`src/rtl/switch_conditioner_pkg.sv`:
```
// Shared definitions for the front-panel switch conditioner: counter width
// and the run-control state encoding.
package switch_conditioner_pkg;

  // Width of the debounce and reset-hold counters.
  localparam int unsigned CNT_W = 24;

  // Run-control states.
  typedef enum logic [1:0] {
    STOPPED  = 2'd0,
    STARTING = 2'd1,
    RUNNING  = 2'd2
  } run_state_e;

endpackage

```
`src/rtl/switch_debounce.sv`:
```
// Two-flop synchronizer followed by a counting debouncer for one raw switch.
// The debounced value follows the synchronized value only after it has
// disagreed for DEBOUNCE_CYCLES consecutive clocks; any agreement restarts
// the count.
module switch_debounce
  import switch_conditioner_pkg::*;
#(
  parameter int unsigned DEBOUNCE_CYCLES = 50000
) (
  input  logic clk_i,
  input  logic srst_i,
  input  logic raw_i,
  output logic deb_o
);

  localparam logic [CNT_W-1:0] CNT_LAST = CNT_W'(DEBOUNCE_CYCLES - 1);

  logic [1:0]       sync_q;
  logic             deb_q, deb_d;
  logic [CNT_W-1:0] cnt_q, cnt_d;

  // Debounce decision: count disagreement, load on the final count.
  always_comb begin
    cnt_d = '0;
    deb_d = deb_q;
    if (sync_q[1] != deb_q) begin
      if (cnt_q == CNT_LAST) begin
        deb_d = sync_q[1];
        cnt_d = '0;
      end else begin
        cnt_d = cnt_q + 1'b1;
      end
    end
  end

  // Synchronizer, debounced value and counter registers.
  always_ff @(posedge clk_i) begin
    if (srst_i) begin
      sync_q <= '0;
      deb_q  <= 1'b0;
      cnt_q  <= '0;
    end else begin
      sync_q <= {sync_q[0], raw_i};
      deb_q  <= deb_d;
      cnt_q  <= cnt_d;
    end
  end

  assign deb_o = deb_q;

endmodule

```
`src/rtl/switch_conditioner.sv`:
```
// Front-panel switch conditioner: debounces the run, step and step-enable
// switches and sequences the 68000 reset hold before enabling the bus
// controller.
// Optional macro RUN_TOGGLE_EN: run switch acts as a momentary start/stop
// button instead of a latching on/off switch.
module switch_conditioner
  import switch_conditioner_pkg::*;
#(
  parameter int unsigned DEBOUNCE_CYCLES   = 50000,
  parameter int unsigned RESET_HOLD_CYCLES = 1000000
) (
  input  logic MCLK_IN,
  input  logic RST_IN,
  input  logic RUN_SW_IN,
  input  logic STEP_SW_IN,
  input  logic STEPEN_SW_IN,
  output logic RUN,
  output logic STEP,
  output logic STEPEN,
  output logic CPURESET
);

  localparam logic [CNT_W-1:0] HOLD_LAST = CNT_W'(RESET_HOLD_CYCLES - 1);

  // Bit 0 = run, bit 1 = step, bit 2 = step enable.
  logic [2:0] raw_sw;
  logic [2:0] deb_sw;

  assign raw_sw = {STEPEN_SW_IN, STEP_SW_IN, RUN_SW_IN};

  generate
    for (genvar gi = 0; gi < 3; gi++) begin : g_deb
      switch_debounce #(
        .DEBOUNCE_CYCLES(DEBOUNCE_CYCLES)
      ) u_deb (
        .clk_i (MCLK_IN),
        .srst_i(RST_IN),
        .raw_i (raw_sw[gi]),
        .deb_o (deb_sw[gi])
      );
    end
  endgenerate

  logic run_req;
  logic stop_req;

`ifdef RUN_TOGGLE_EN
  logic run_prev_q;

  // Remember last debounced run level for rising-edge detection.
  always_ff @(posedge MCLK_IN) begin
    if (RST_IN) begin
      run_prev_q <= 1'b0;
    end else begin
      run_prev_q <= deb_sw[0];
    end
  end

  // Each press toggles: the same edge starts from STOPPED and stops otherwise.
  assign run_req  = deb_sw[0] & ~run_prev_q;
  assign stop_req = deb_sw[0] & ~run_prev_q;
`else
  // Latching switch: level selects run or stop.
  assign run_req  = deb_sw[0];
  assign stop_req = ~deb_sw[0];
`endif

  run_state_e       state_q, state_d;
  logic [CNT_W-1:0] hold_q, hold_d;
  logic             run_q, run_d;
  logic             cpureset_q, cpureset_d;

  // Run-control next state; stop beats hold completion in the same cycle.
  always_comb begin
    state_d = state_q;
    hold_d  = hold_q;
    unique case (state_q)
      STOPPED: begin
        if (run_req) begin
          state_d = STARTING;
          hold_d  = '0;
        end
      end
      STARTING: begin
        hold_d = hold_q + 1'b1;
        if (stop_req) begin
          state_d = STOPPED;
        end else if (hold_q == HOLD_LAST) begin
          state_d = RUNNING;
        end
      end
      RUNNING: begin
        if (stop_req) begin
          state_d = STOPPED;
        end
      end
      default: begin
        state_d = STOPPED;
      end
    endcase
    // Outputs are decoded from the next state so they register with it.
    run_d      = (state_d == RUNNING);
    cpureset_d = ~run_d;
  end

  // Run-control state, hold counter and registered outputs.
  always_ff @(posedge MCLK_IN) begin
    if (RST_IN) begin
      state_q    <= STOPPED;
      hold_q     <= '0;
      run_q      <= 1'b0;
      cpureset_q <= 1'b1;
    end else begin
      state_q    <= state_d;
      hold_q     <= hold_d;
      run_q      <= run_d;
      cpureset_q <= cpureset_d;
    end
  end

  assign RUN      = run_q;
  assign CPURESET = cpureset_q;
  assign STEPEN   = deb_sw[2];
  assign STEP     = deb_sw[1] & deb_sw[2];

endmodule

```
`config.mk`:
```
export PLATFORM = sky130hd
export DESIGN_NAME = switch_conditioner
export DESIGN_NICKNAME = d
export VERILOG_FILES = /design/src/rtl/switch_conditioner_pkg.sv /design/src/rtl/switch_debounce.sv /design/src/rtl/switch_conditioner.sv
export SDC_FILE = /design/constraint.sdc
export NUM_CORES = 1
export LEC_CHECK = 0
export BUFFER_PORTS_ARGS = -buffer_cell sky130_fd_sc_hd__buf_2
export CAP_MARGIN = 25
export CORE_MARGIN = 4
export CORE_UTILIZATION = 50
export DETAILED_ROUTE_END_ITERATION = 10
export PLACE_DENSITY = 0.68
export SETUP_SLACK_MARGIN = 0.5
export SKIP_LAST_GASP = 1
export SLEW_MARGIN = 30
export SYNTH_ARGS = -nofsm -noshare
export SYNTH_HDL_FRONTEND = slang
export SYNTH_SLANG_ARGS = --single-unit
```
`constraint.sdc`:
```
create_clock -name MCLK_IN -period 4.75 [get_ports MCLK_IN]
set_input_delay 1.1875 -clock MCLK_IN [delete_from_list [all_inputs] [get_ports MCLK_IN]]
set_output_delay 1.1875 -clock MCLK_IN [all_outputs]
set_load 0.02 [all_outputs]
```
==> out/qor.csv, run 1 <==
metric,value,unit
run status,"finished, final reports clean",
# nets final,591,
Post-CTS Hold Buffers,0,
Setup-failing EPs final,0,
antenna-violating nets left,0,
post-CTS setup buffers,0,
drt initial violations,284,
Post-Synth Adder-Cell Area,1.00,%
Initial Util,51.3,%
Longest Clk Path Bufs,2,
Clock Skew,0.00795,ns
Power per Cell Area,280,mW/mm^2
Worst-Skew Late Latency,0.37,ns
Hold Path Class,reg -> reg,
FP Rows,36,
die width,108,um
CTS Sinks,109,
Post-Layout Cell Count,718,
Critical Path Source Type,flop,
Post-Syn Area,0.00499,mm^2
post-synth cell types,44,
combinational share of power,1.3,%
ys async rst share,0,%
IO Pins,9,
fmax,0.429,GHz
sequential area share after synthesis,43.7,%
initial antenna violation count,0,
CTS tree,built,
Worst slew margin,51.7,%
synth top area cells,"dfxtp_1 (44%), nor2_1 (4.2%), a21oi_1 (4.0%)",
vias in the first global route,3792,
Critical Path AT,1.14,ns
Slew Limit Fails,0,
post-DP HPWL,6.41,mm
largest net degree at the start of global routing,41,
mux share of post-synthesis cell area,1.88,%
Yosys top cell area share,43.7,%
cell taking the most area after synthesis,dfxtp_1,
nature of the critical path endpoint,primary output,
clk slew on worst S/H paths,0.10,ns
Setup CP Type,reg -> out,
Post-Synth Simple-Gate Area,31.0,%
H-tree levels,3,
DR DRC count,0,
"Top FF cell, synth",dfxtp_1,
Final Hold Fails,0,
worst endpoint required time,3.56,ns
wire per inst,13.1,um
fraction of layout cells with a size suffix above 1,6.84,%
layout filler cell count,940,
period utilization,49.0,%
Post-Route Utilization,54.5,%
vias per cell,5.71,
MaxCap Viol Count,0,
RePlAce Congestion,0.791,
Syn. warnings,0,
clock group share of total power,36.9,%
sequential power share,61.7,%
post-place setup slack,2.20,ns
Switching Share,21.0,%
syn avg cell area,8.52,um^2
die area,0.0117,mm^2
largest family of logic cells by synthesized area,simple AND/OR/NAND/NOR gates,
1st-pass router iterations,4,
Final Critical Period,2.33,ns
XOR/XNOR Fraction of Synth Area,7.36,%
DRT Wirelength,9.41,mm
core footprint,0.00973,mm^2
Clock Tree Root,clkbuf_8,
IO Port Bufs,8,
diode count,0,
Net Sw Power,0.312,mW
RSZ-0062 raised after global routing,no,
worst setup margin,2.42,ns
setup TNS,0,ns
Peak supply drop,213,uV
Pleak,1.57,nW
grt ovf,0,
number of synthesized flops with an enable pin,0,
Synth Area in Compound Gates,11.5,%
via count,4097,
# resized after CTS,0,
first-pass GRT wire length,16.9,mm
Post-Place Cells,704,
Overall Global Routing Usage,17.6,%
syn_nets,595,
Internal,1.17,mW
Slew @ Worst Pin,0.719,ns
critical-path maximum fanout,4,
Synth Register Bits,109,
Area Overhead vs Synth,6.14,%
Die Ht,108,um
Synth Instances,586,
total CTS buffers,9,
-- worst max-delay path, cell delays in order (launching register included) --
cell and delay [ns]:
dfxtp_1 0.42, and2_1 0.18, buf_2 0.17
-- state kept, by name, summed over array words and instances (netlist names) --
| name | count |
|---|---|
| g_deb.u_deb.cnt_q | 72 |
| state_q | 2 |
| CPURESET | 1 |
| RUN | 1 |
| hold_q | 24 |
| g_deb.u_deb.deb_o | 3 |
| g_deb.u_deb.sync_q | 6 |
-- metal layers --
layer	global-route usage, %	share of wire [%]
met5	0	0
met4	6.13	1.2
met3	4.60	4.2
met2	28.1	45
met1	23.2	50
-- kinds of logic after synthesis --
family / after synthesis
AO/OA/AOI/OAI: 99
XOR/XNOR: 42
adder cells (fa/ha/maj): 4
buffers and inverters: 44
flip-flops: 109
multiplexers: 9
AND/OR/NAND/NOR: 279
-- final cells by class --
class | count | area, um^2 | area share [%]
Multi-Input combinational cell | 433 | 2640 | 49.7
Sequential cell | 109 | 2180 | 41.2
Tap cell | 133 | 166 | 3.14
Clock buffer | 10 | 138 | 2.60
Inverter | 18 | 67.6 | 1.27
Timing Repair Buffer | 11 | 62.6 | 1.18
Clock inverter | 4 | 50.0 | 0.944
-- Yosys cell counts, types with 4 or more instances --
| cell type | number |
|---|---|
| a21oi_1 | 40 |
| and2_1 | 4 |
| and3_1 | 12 |
| and4_1 | 12 |
| buf_2 | 4 |
| clkbuf_1 | 21 |
| dfxtp_1 | 109 |
| ha_1 | 4 |
| inv_1 | 18 |
| mux2i_1 | 6 |
| nand2_1 | 39 |
| nand3_1 | 29 |
| nand4_1 | 25 |
| nor2_1 | 56 |
| nor2b_1 | 9 |
| nor3_1 | 14 |
| nor3b_1 | 4 |
| nor4_1 | 13 |
| nor4b_1 | 4 |
| o211ai_1 | 4 |
| o21ai_0 | 27 |
| o21ai_1 | 4 |
| o311ai_0 | 5 |
| o31ai_1 | 8 |
| or2_2 | 9 |
| or3_1 | 26 |
| or4_1 | 13 |
| xnor2_1 | 21 |
| xor2_1 | 21 |
-- cells in the final DEF (no fill, tap or decap), types with 14 or more instances in the layout --
| cell type | count |
|---|---|
| nor3_1 | 14 |
| or3_1 | 26 |
| xor2_1 | 21 |
| xnor2_1 | 21 |
| inv_1 | 18 |
| nand3_1 | 29 |
| nand4_1 | 25 |
| nor2_1 | 56 |
| nand2_1 | 39 |
| a21oi_1 | 40 |
| dfxtp_1 | 109 |
| o21ai_0 | 27 |
-- stage by stage --
step	total power, mW	hold WS (ns)	area (um^2)
floorplan	0.954	0.414	4990
global placement	0.959	0.418	5110
detailed placement	0.959	0.427	5110
CTS	1.51	0.451	5300
global route	1.55	0.461	5300
finish	1.49	0.444	5300
-- worst paths after layout --
path | from | endpoint | slack (ns) | cells after the start
worst max-delay path | g_deb[2].u_deb.deb_o | STEP | 2.42 | 2
worst max register to register | hold_q[0] | hold_q[22] | 2.66 | 5
worst min register to register | g_deb[1].u_deb.sync_q[0] | g_deb[1].u_deb.sync_q[1] | 0.44 | 1
worst min-delay path | g_deb[1].u_deb.sync_q[0] | g_deb[1].u_deb.sync_q[1] | 0.44 | 1
-- power groups by stage --
stage / clock [mW] / combinational, mW / sequential, mW
final: 0.549 / 0.0199 / 0.918
after global routing: 0.609 / 0.0228 / 0.919
after CTS: 0.575 / 0.0201 / 0.918
after detailed placement: 0 / 0.0201 / 0.939
after global placement: 0 / 0.0197 / 0.939
after floorplan: 0 / 0.0150 / 0.939
No activity file was read; power rests on OpenSTA's default activity.
==> run 2, diff against run 1 <==
- ABC_AREA: default -> 1
- clock period: 4.75 -> 2.3 ns (I/O delays scaled with it)
==> run 2 against run 1 <==
Against the previous run:
- final area up 19%
- via count up 31%
- clock power rose to 2.9 times the previous value
- register-to-register slack worse by 2.0 ns
- largest cell class unchanged
- largest power group unchanged
==> out/qor.csv, run 2 <==
metric,value,unit,change
Power per Cell Area,559,mW/mm^2,was 280 mW/mm^2
core footprint,0.0111,mm^2,was 0.00973 mm^2
RSZ-0062 raised after global routing,yes,,was no
diode count,0,,unchanged
nature of the critical path endpoint,flop,,was primary output
CP most frequent cell,a21oi_1,,
fraction of layout cells with a size suffix above 1,5.91,%,was 6.84%
Critical Path AT,2.00,ns,was 1.14 ns
fmax,0.581,GHz,
post-DP HPWL,9.03,mm,was 6.41 mm
Largest regs,"g_deb.u_deb.cnt_q: 72 flops, hold_q: 24 flops, g_deb.u_deb.sync_q: 6 flops",,unchanged
Overall Global Routing Usage,20.0,%,was 17.6%
worst endpoint required time,2.58,ns,was 3.56 ns
# nets final,935,,was 591
RePlAce Congestion,0.919,,was 0.791
critical-path maximum fanout,13,,was 4
antenna-violating nets left,0,,unchanged
FP Rows,38,,was 36
Yosys top cell area share,37.8,%,was 43.7%
Worst-Skew Late Latency,0.35,ns,was 0.37 ns
Slew @ Worst Pin,0.852,ns,was 0.719 ns
Syn. warnings,0,,unchanged
grt ovf,0,,unchanged
Final Hold Fails,0,,unchanged
Critical Path Source Type,primary input,,was flop
clk slew on worst S/H paths,0.07,ns,was 0.10 ns
setup TNS,0,ns,unchanged
Initial Util,52.1,%,was 51.3%
DRT Wirelength,12.9,mm,was 9.41 mm
top-count cell post-synth,nand2_1,,was dfxtp_1
Post-Syn Area,0.00578,mm^2,was 0.00499 mm^2
Synth Instances,914,,was 586
CP max stage delay,0.66,ns,was 0.42 ns
syn_nets,923,,was 595
CTS Sinks,109,,unchanged
vias in the first global route,4850,,was 3792
Area Overhead vs Synth,9.51,%,was 6.14%
largest reg by FF count,g_deb.u_deb.cnt_q,,unchanged
initial antenna violation count,0,,unchanged
max reg flops,72,,unchanged
CP Buf/Inv Count,2,,was 1
Die Ht,115,um,was 108 um
Hold Path Class,reg -> reg,,unchanged
most frequent cells in the layout,"nand2_1 (272), nor2_1 (208), dfxtp_1 (108)",,"was dfxtp_1 (109), nor2_1 (56), a21oi_1 (40)"
IO Port Bufs,8,,unchanged
worst path cell trace,buf_2 > inv_1 > o21ai_0 > a21oi_1 > nand2_4 > a21oi_1,,was and2_1 > buf_2
Clock Tree Root,clkbuf_16,,was clkbuf_8
Longest Clk Path Bufs,2,,unchanged
worst setup margin,0.578,ns,was 2.42 ns
Worst slew margin,43.2,%,was 51.7%
Final Critical Period,1.72,ns,
worst setup path startpoint,RST_IN,,was g_deb[2].u_deb.deb_o
Min-Delay Startpoint,g_deb[0].u_deb.sync_q[0],,was g_deb[1].u_deb.sync_q[0]
run status,"finished, final reports clean",,unchanged
number of synthesized flops with an enable pin,0,,unchanged
ys async rst share,0,%,unchanged
MaxCap Viol Count,0,,unchanged
Pleak,1.92,nW,was 1.57 nW
Slew Limit Fails,0,,unchanged
Top Family by Delay on Critical Path,compound AO/OA/AOI/OAI gates,,was flip-flops
synth top area cells,"dfxtp_1 (38%), nand2_1 (18%), nor2_1 (14%)",,"was dfxtp_1 (44%), nor2_1 (4.2%), a21oi_1 (4.0%)"
post-synth cell types,33,,was 44
Setup-failing EPs final,0,,unchanged
DR DRC count,0,,unchanged
FF-to-FF Start,g_deb[1].u_deb.cnt_q[0],,was hold_q[0]
"Top FF cell, synth",dfxtp_1,,unchanged
drt initial violations,381,,was 284
wire per inst,12.0,um,was 13.1 um
sequential area share after synthesis,37.8,%,was 43.7%
IO Pins,9,,unchanged
die area,0.0133,mm^2,was 0.0117 mm^2
"commonest non-fill, non-tap cell in the layout",nand2_1,,was dfxtp_1
Clock Skew,0.00686,ns,was 0.00795 ns
Peak supply drop,556,uV,was 213 uV
H-tree levels,3,,unchanged
most frequent cells after synthesis,"nand2_1 (273), nor2_1 (210), dfxtp_1 (109)",,"was dfxtp_1 (109), nor2_1 (56), a21oi_1 (40)"
1st-pass router iterations,5,,was 4
slowest stage cell on the critical path,a21oi_1,,was dfxtp_1
CTS tree,built,,unchanged
Setup CP Type,in -> reg,,was reg -> out
Synth Register Bits,109,,unchanged
largest net degree at the start of global routing,25,,was 41
first-pass GRT wire length,21.8,mm,was 16.9 mm
die width,115,um,was 108 um
post-place setup slack,0.447,ns,was 2.20 ns
total CTS buffers,9,,unchanged
vias per cell,5.00,,was 5.71
cell taking the most area after synthesis,dfxtp_1,,unchanged
via count,5354,,was 4097
period utilization,74.8,%,
layout filler cell count,1105,,was 940
syn avg cell area,6.32,um^2,was 8.52 um^2
post-CTS setup buffers,0,,unchanged
-- run 2: changes by cell type in the layout (fill, tap and decap cells not counted), sizes merged, moves of 13 or more --
cell | previous run | this run
nor2 | 56 | 219
nor4 | 13 | 0
nand3 | 30 | 59
nand2 | 39 | 280
or4 | 14 | 0
or3 | 26 | 0
inv | 18 | 92
-- run 2: worst paths after layout --
check | to | slack (ns) | cells past startpoint
worst max-delay path | g_deb[1].u_deb.cnt_q[4] | 0.58 | 6
worst min-delay path | g_deb[0].u_deb.sync_q[1] | 0.41 | 2
worst max register to register | g_deb[1].u_deb.cnt_q[16] | 0.62 | 8
worst min register to register | g_deb[0].u_deb.sync_q[1] | 0.41 | 2
-- run 2: final cells by class --
class | instances | area [um^2] | area share [%]
multi-input cells | 703 | 3260 | 51.5
flip-flops and latches | 109 | 2180 | 34.5
inverters | 93 | 353 | 5.58
clock buffers | 13 | 260 | 4.11
well taps | 140 | 175 | 2.77
repair buffers | 10 | 55.1 | 0.870
clock inverters | 3 | 43.8 | 0.692
-- run 2: routing by layer --
| layer | share of wire, % | GRT usage, % | vias to the layer above |
|---|---|---|---|
| met5 | 0 | 0 | - |
| met4 | 0.67 | 4.69 | 0 |
| met3 | 3.9 | 4.96 | 6 |
| met2 | 45 | 32.0 | 94 |
| met1 | 51 | 27.3 | 2359 |
| li1 | - | - | 2895 |
-- run 2: timing repair --
item | CTS | global route
resized for setup | 1 | 14
setup endpoints to repair | 12 | 82
gates cloned | 0 | 4
pin swaps | 0 | 2
hold buffers | 0 | 0
-- run 2: worst reg2reg max path: stages, from the launching register on --
cell,delay (ns)
dfxtp_1,0.41
ha_1,0.21
nand2_1,0.09
nor2_2,0.16
nand2_1,0.11
nor2_2,0.17
nand3_4,0.17
nand2_4,0.19
nor2_1,0.07
-- run 2: report_power, final --
part	switching (mW)	internal (mW)	leakage (nW)
clock	0.684	0.906	0.150
sequential	0.00409	1.89	0.879
combinational	0.0368	0.0150	0.890
total	0.725	2.81	1.92
-- run 2: cell families (layout without fill, tap and decap cells) --
| kind of cell | Yosys count | after routing | synth area share [%] |
|---|---|---|---|
| and+or+nand+nor | 596 | 600 | 43.1 |
| DFF | 109 | 109 | 37.8 |
| buffers and inverters | 106 | 119 | 7.67 |
| AOI/OAI and AO/OA | 72 | 72 | 6.54 |
| xor gates and xnor gates | 27 | 27 | 4.09 |
| adders and majority gates | 4 | 4 | 0.866 |
-- run 2: metrics by stage --
| step | util [%] | instance area [um^2] | std cells | hold WS [ns] | power [mW] |
|---|---|---|---|---|---|
| 2_1_floorplan | - | 5780 | 914 | 0.388 | 1.98 |
| 3_3_place_gp | 53.4 | 5910 | 1051 | 0.391 | 1.99 |
| 3_5_place_dp | 53.4 | 5910 | 1051 | 0.396 | 1.99 |
| 4_1_cts | 56.2 | 6220 | 1067 | 0.408 | 3.59 |
| 5_1_grt | 57.1 | 6330 | 1071 | 0.421 | 3.68 |
| 6_report | 57.1 | 6330 | 1071 | 0.407 | 3.54 |
==> run 3, diff against run 2 <==
- ABC_AREA: 1 -> 0
- PLACE_DENSITY: 0.68 -> 0.7
- clock period: 2.3 -> 1.39 ns (I/O delays scaled with it)
==> run 3 against run 2 <==
Against the previous run:
- the flow now finishes with violations (setup timing)
- non-clock buffer count rose by 169
- worst hold slack worse by 0.24 ns
- critical path depth decreased by 1
- clock power rose by 29%
- sequential power is 64% higher
- sequential share of layout area fell by 4.9 points
- first-iteration DRC count shrank 28%
- flip-flop and latch count unchanged
- clock skew increased by 0.0040 ns
- highest routed layer unchanged
==> out/qor.csv, run 3 (synthesis results as in run 1) <==
metric,value,unit,change
failing checks,setup timing,,
core footprint,0.00973,mm^2,was 0.0111 mm^2
FP Rows,36,,was 38
Post-Place Cells,840,,was 1051
RSZ-0062 raised after global routing,yes,,unchanged
most frequent cells in the layout,"buf_4 (129), dfxtp_1 (67), buf_6 (41)",,"was nand2_1 (272), nor2_1 (208), dfxtp_1 (108)"
"commonest non-fill, non-tap cell in the layout",buf_4,,was nand2_1
Slew Limit Fails,0,,unchanged
Largest regs,"g_deb.u_deb.cnt_q: 72 flops, hold_q: 24 flops, g_deb.u_deb.sync_q: 6 flops",,unchanged
max reg flops,72,,unchanged
Final Critical Period,1.80,ns,
Clock Tree Root,clkbuf_8,,was clkbuf_16
total CTS buffers,9,,unchanged
CTS Sinks,109,,unchanged
vias in the first global route,5062,,was 4850
Power per Cell Area,699,mW/mm^2,was 559 mW/mm^2
vias per cell,5.87,,was 5.00
RePlAce Congestion,0.846,,was 0.919
Final Hold Fails,0,,unchanged
Peak supply drop,738,uV,was 556 uV
Setup CP Type,reg -> reg,,was in -> reg
post-DP HPWL,8.59,mm,was 9.03 mm
IO Pins,9,,unchanged
die width,108,um,was 115 um
Area Overhead vs Synth,52.2,%,was 9.51%
DR DRC count,0,,unchanged
CTS tree,built,,unchanged
drt initial violations,273,,was 381
largest net degree at the start of global routing,21,,was 25
Longest Clk Path Bufs,2,,unchanged
H-tree levels,3,,unchanged
worst setup margin,-0.408,ns,was 0.578 ns
post-place setup slack,-0.354,ns,was 0.447 ns
Critical Path Source Type,flop,,was primary input
first-pass GRT wire length,23.2,mm,was 21.8 mm
Worst slew margin,74.8,%,was 43.2%
Post-Layout Cell Count,890,,was 1071
antenna-violating nets left,0,,unchanged
MaxCap Viol Count,0,,unchanged
Hold Path Class,in -> reg,,was reg -> reg
Setup-failing EPs final,96,,was 0
run status,"finished, violations left",,"was finished, final reports clean"
"Design Area, Final",0.00760,mm^2,was 0.00633 mm^2
Critical Path AT,2.12,ns,was 2.00 ns
Slew @ Worst Pin,0.373,ns,was 0.852 ns
Post-Place Cell Area,0.00641,mm^2,was 0.00591 mm^2
period utilization,129,%,
nature of the critical path endpoint,flop,,unchanged
die area,0.0117,mm^2,was 0.0133 mm^2
Clock Skew,0.0108,ns,was 0.00686 ns
critical-path maximum fanout,8,,was 13
met2 Track Usage GR,42.4,%,was 32.0%
Pleak,2.72,nW,was 1.92 nW
diode count,0,,unchanged
worst endpoint required time,1.71,ns,was 2.58 ns
wire per inst,17.4,um,was 12.0 um
DRT Wirelength,15.5,mm,was 12.9 mm
Die Ht,108,um,was 115 um
largest reg by FF count,g_deb.u_deb.cnt_q,,unchanged
Initial Util,51.3,%,was 52.1%
1st-pass router iterations,5,,unchanged
GRT met1 Usage,30.0,%,was 27.3%
IO Port Bufs,8,,unchanged
initial antenna violation count,0,,unchanged
fraction of layout cells with a size suffix above 1,48.7,%,was 5.91%
# nets final,761,,was 935
grt ovf,0,,unchanged
GRT busiest layer,met2,,unchanged
Overall Global Routing Usage,24.5,%,was 20.0%
met3 GRT Util,5.61,%,was 4.96%
Worst-Skew Late Latency,0.39,ns,was 0.35 ns
via count,5224,,was 5354
fmax,0.556,GHz,
clk slew on worst S/H paths,0.11,ns,was 0.07 ns
run 3: cell types whose count changed in the layout (fill, tap and decap cells not counted), sizes merged, moves of 15 or more:
cell and change:
nand2 -241, buf +168, nor2 -163, inv -72
nand3 -28, or3 +26, or4 +15
run 3: final cells by class:
type                            instances  area [um^2]
Timing Repair Buffer                  179         1570
Clock buffer                           11          141
Clock inverter                          5         66.3
Fill cell                             642         2130
Inverter                               18         70.1
Sequential cell                       109         2250
Multi-Input combinational cell        435         3330
Tap cell                              133          166
run 3: path summary, 6_finish.rpt:
path         slack, ns  cells after the start                       end                     start
max reg2reg      -0.41                      5  g_deb[1].u_deb.cnt_q[21]   g_deb[1].u_deb.cnt_q[1]
max              -0.41                      5  g_deb[1].u_deb.cnt_q[21]   g_deb[1].u_deb.cnt_q[1]
min reg2reg       0.45                      1  g_deb[2].u_deb.sync_q[1]  g_deb[2].u_deb.sync_q[0]
min               0.16                      2  g_deb[0].u_deb.sync_q[0]                 RUN_SW_IN
run 3: power by group:
group	switching, mW	leakage (nW)	internal, mW
logic	0.0747	1.71	0.0641
clock network	1.15	0.102	0.906
registers	0.00762	0.902	3.12
total	1.23	2.72	4.09
run 3: per-layer routing:
layer | wire length, um | up-vias
met3 | 838 | 52
li1 | - | 2455
met1 | 6310 | 2521
met5 | 0 | -
met4 | 448 | 0
met2 | 7860 | 196
run 3: critical path, cell delays in order (launching register included):
cell and delay (ns):
dfxtp_4 0.39, buf_6 0.10, nand4_1 0.13, or4_4 0.50, or4_1 0.45, a21oi_1 0.16
run 3: metrics by stage:
step | TNS (ns) | utilization [%] | power, mW | hold WS, ns
global route | -30.84 | 78.1 | 5.49 | 0.150
floorplan | -9.61 | - | 3.28 | 0.414
detailed placement | -17.83 | 65.9 | 3.30 | 0.446
finish | -24.41 | 78.1 | 5.31 | 0.162
CTS | -19.95 | 74.1 | 5.35 | 0.150
global placement | -14.88 | 65.9 | 3.30 | 0.437
run 3: what timing repair did:
| item | 4_1_cts | 5_1_grt |
|---|---|---|
| endpoints found under the setup margin | 107 | 107 |
| setup buffers | 17 | 10 |
| pin swaps | 31 | 29 |
| hold buffers | 0 | 0 |
| cloned | 5 | 2 |
| gates resized for setup | 105 | 76 |
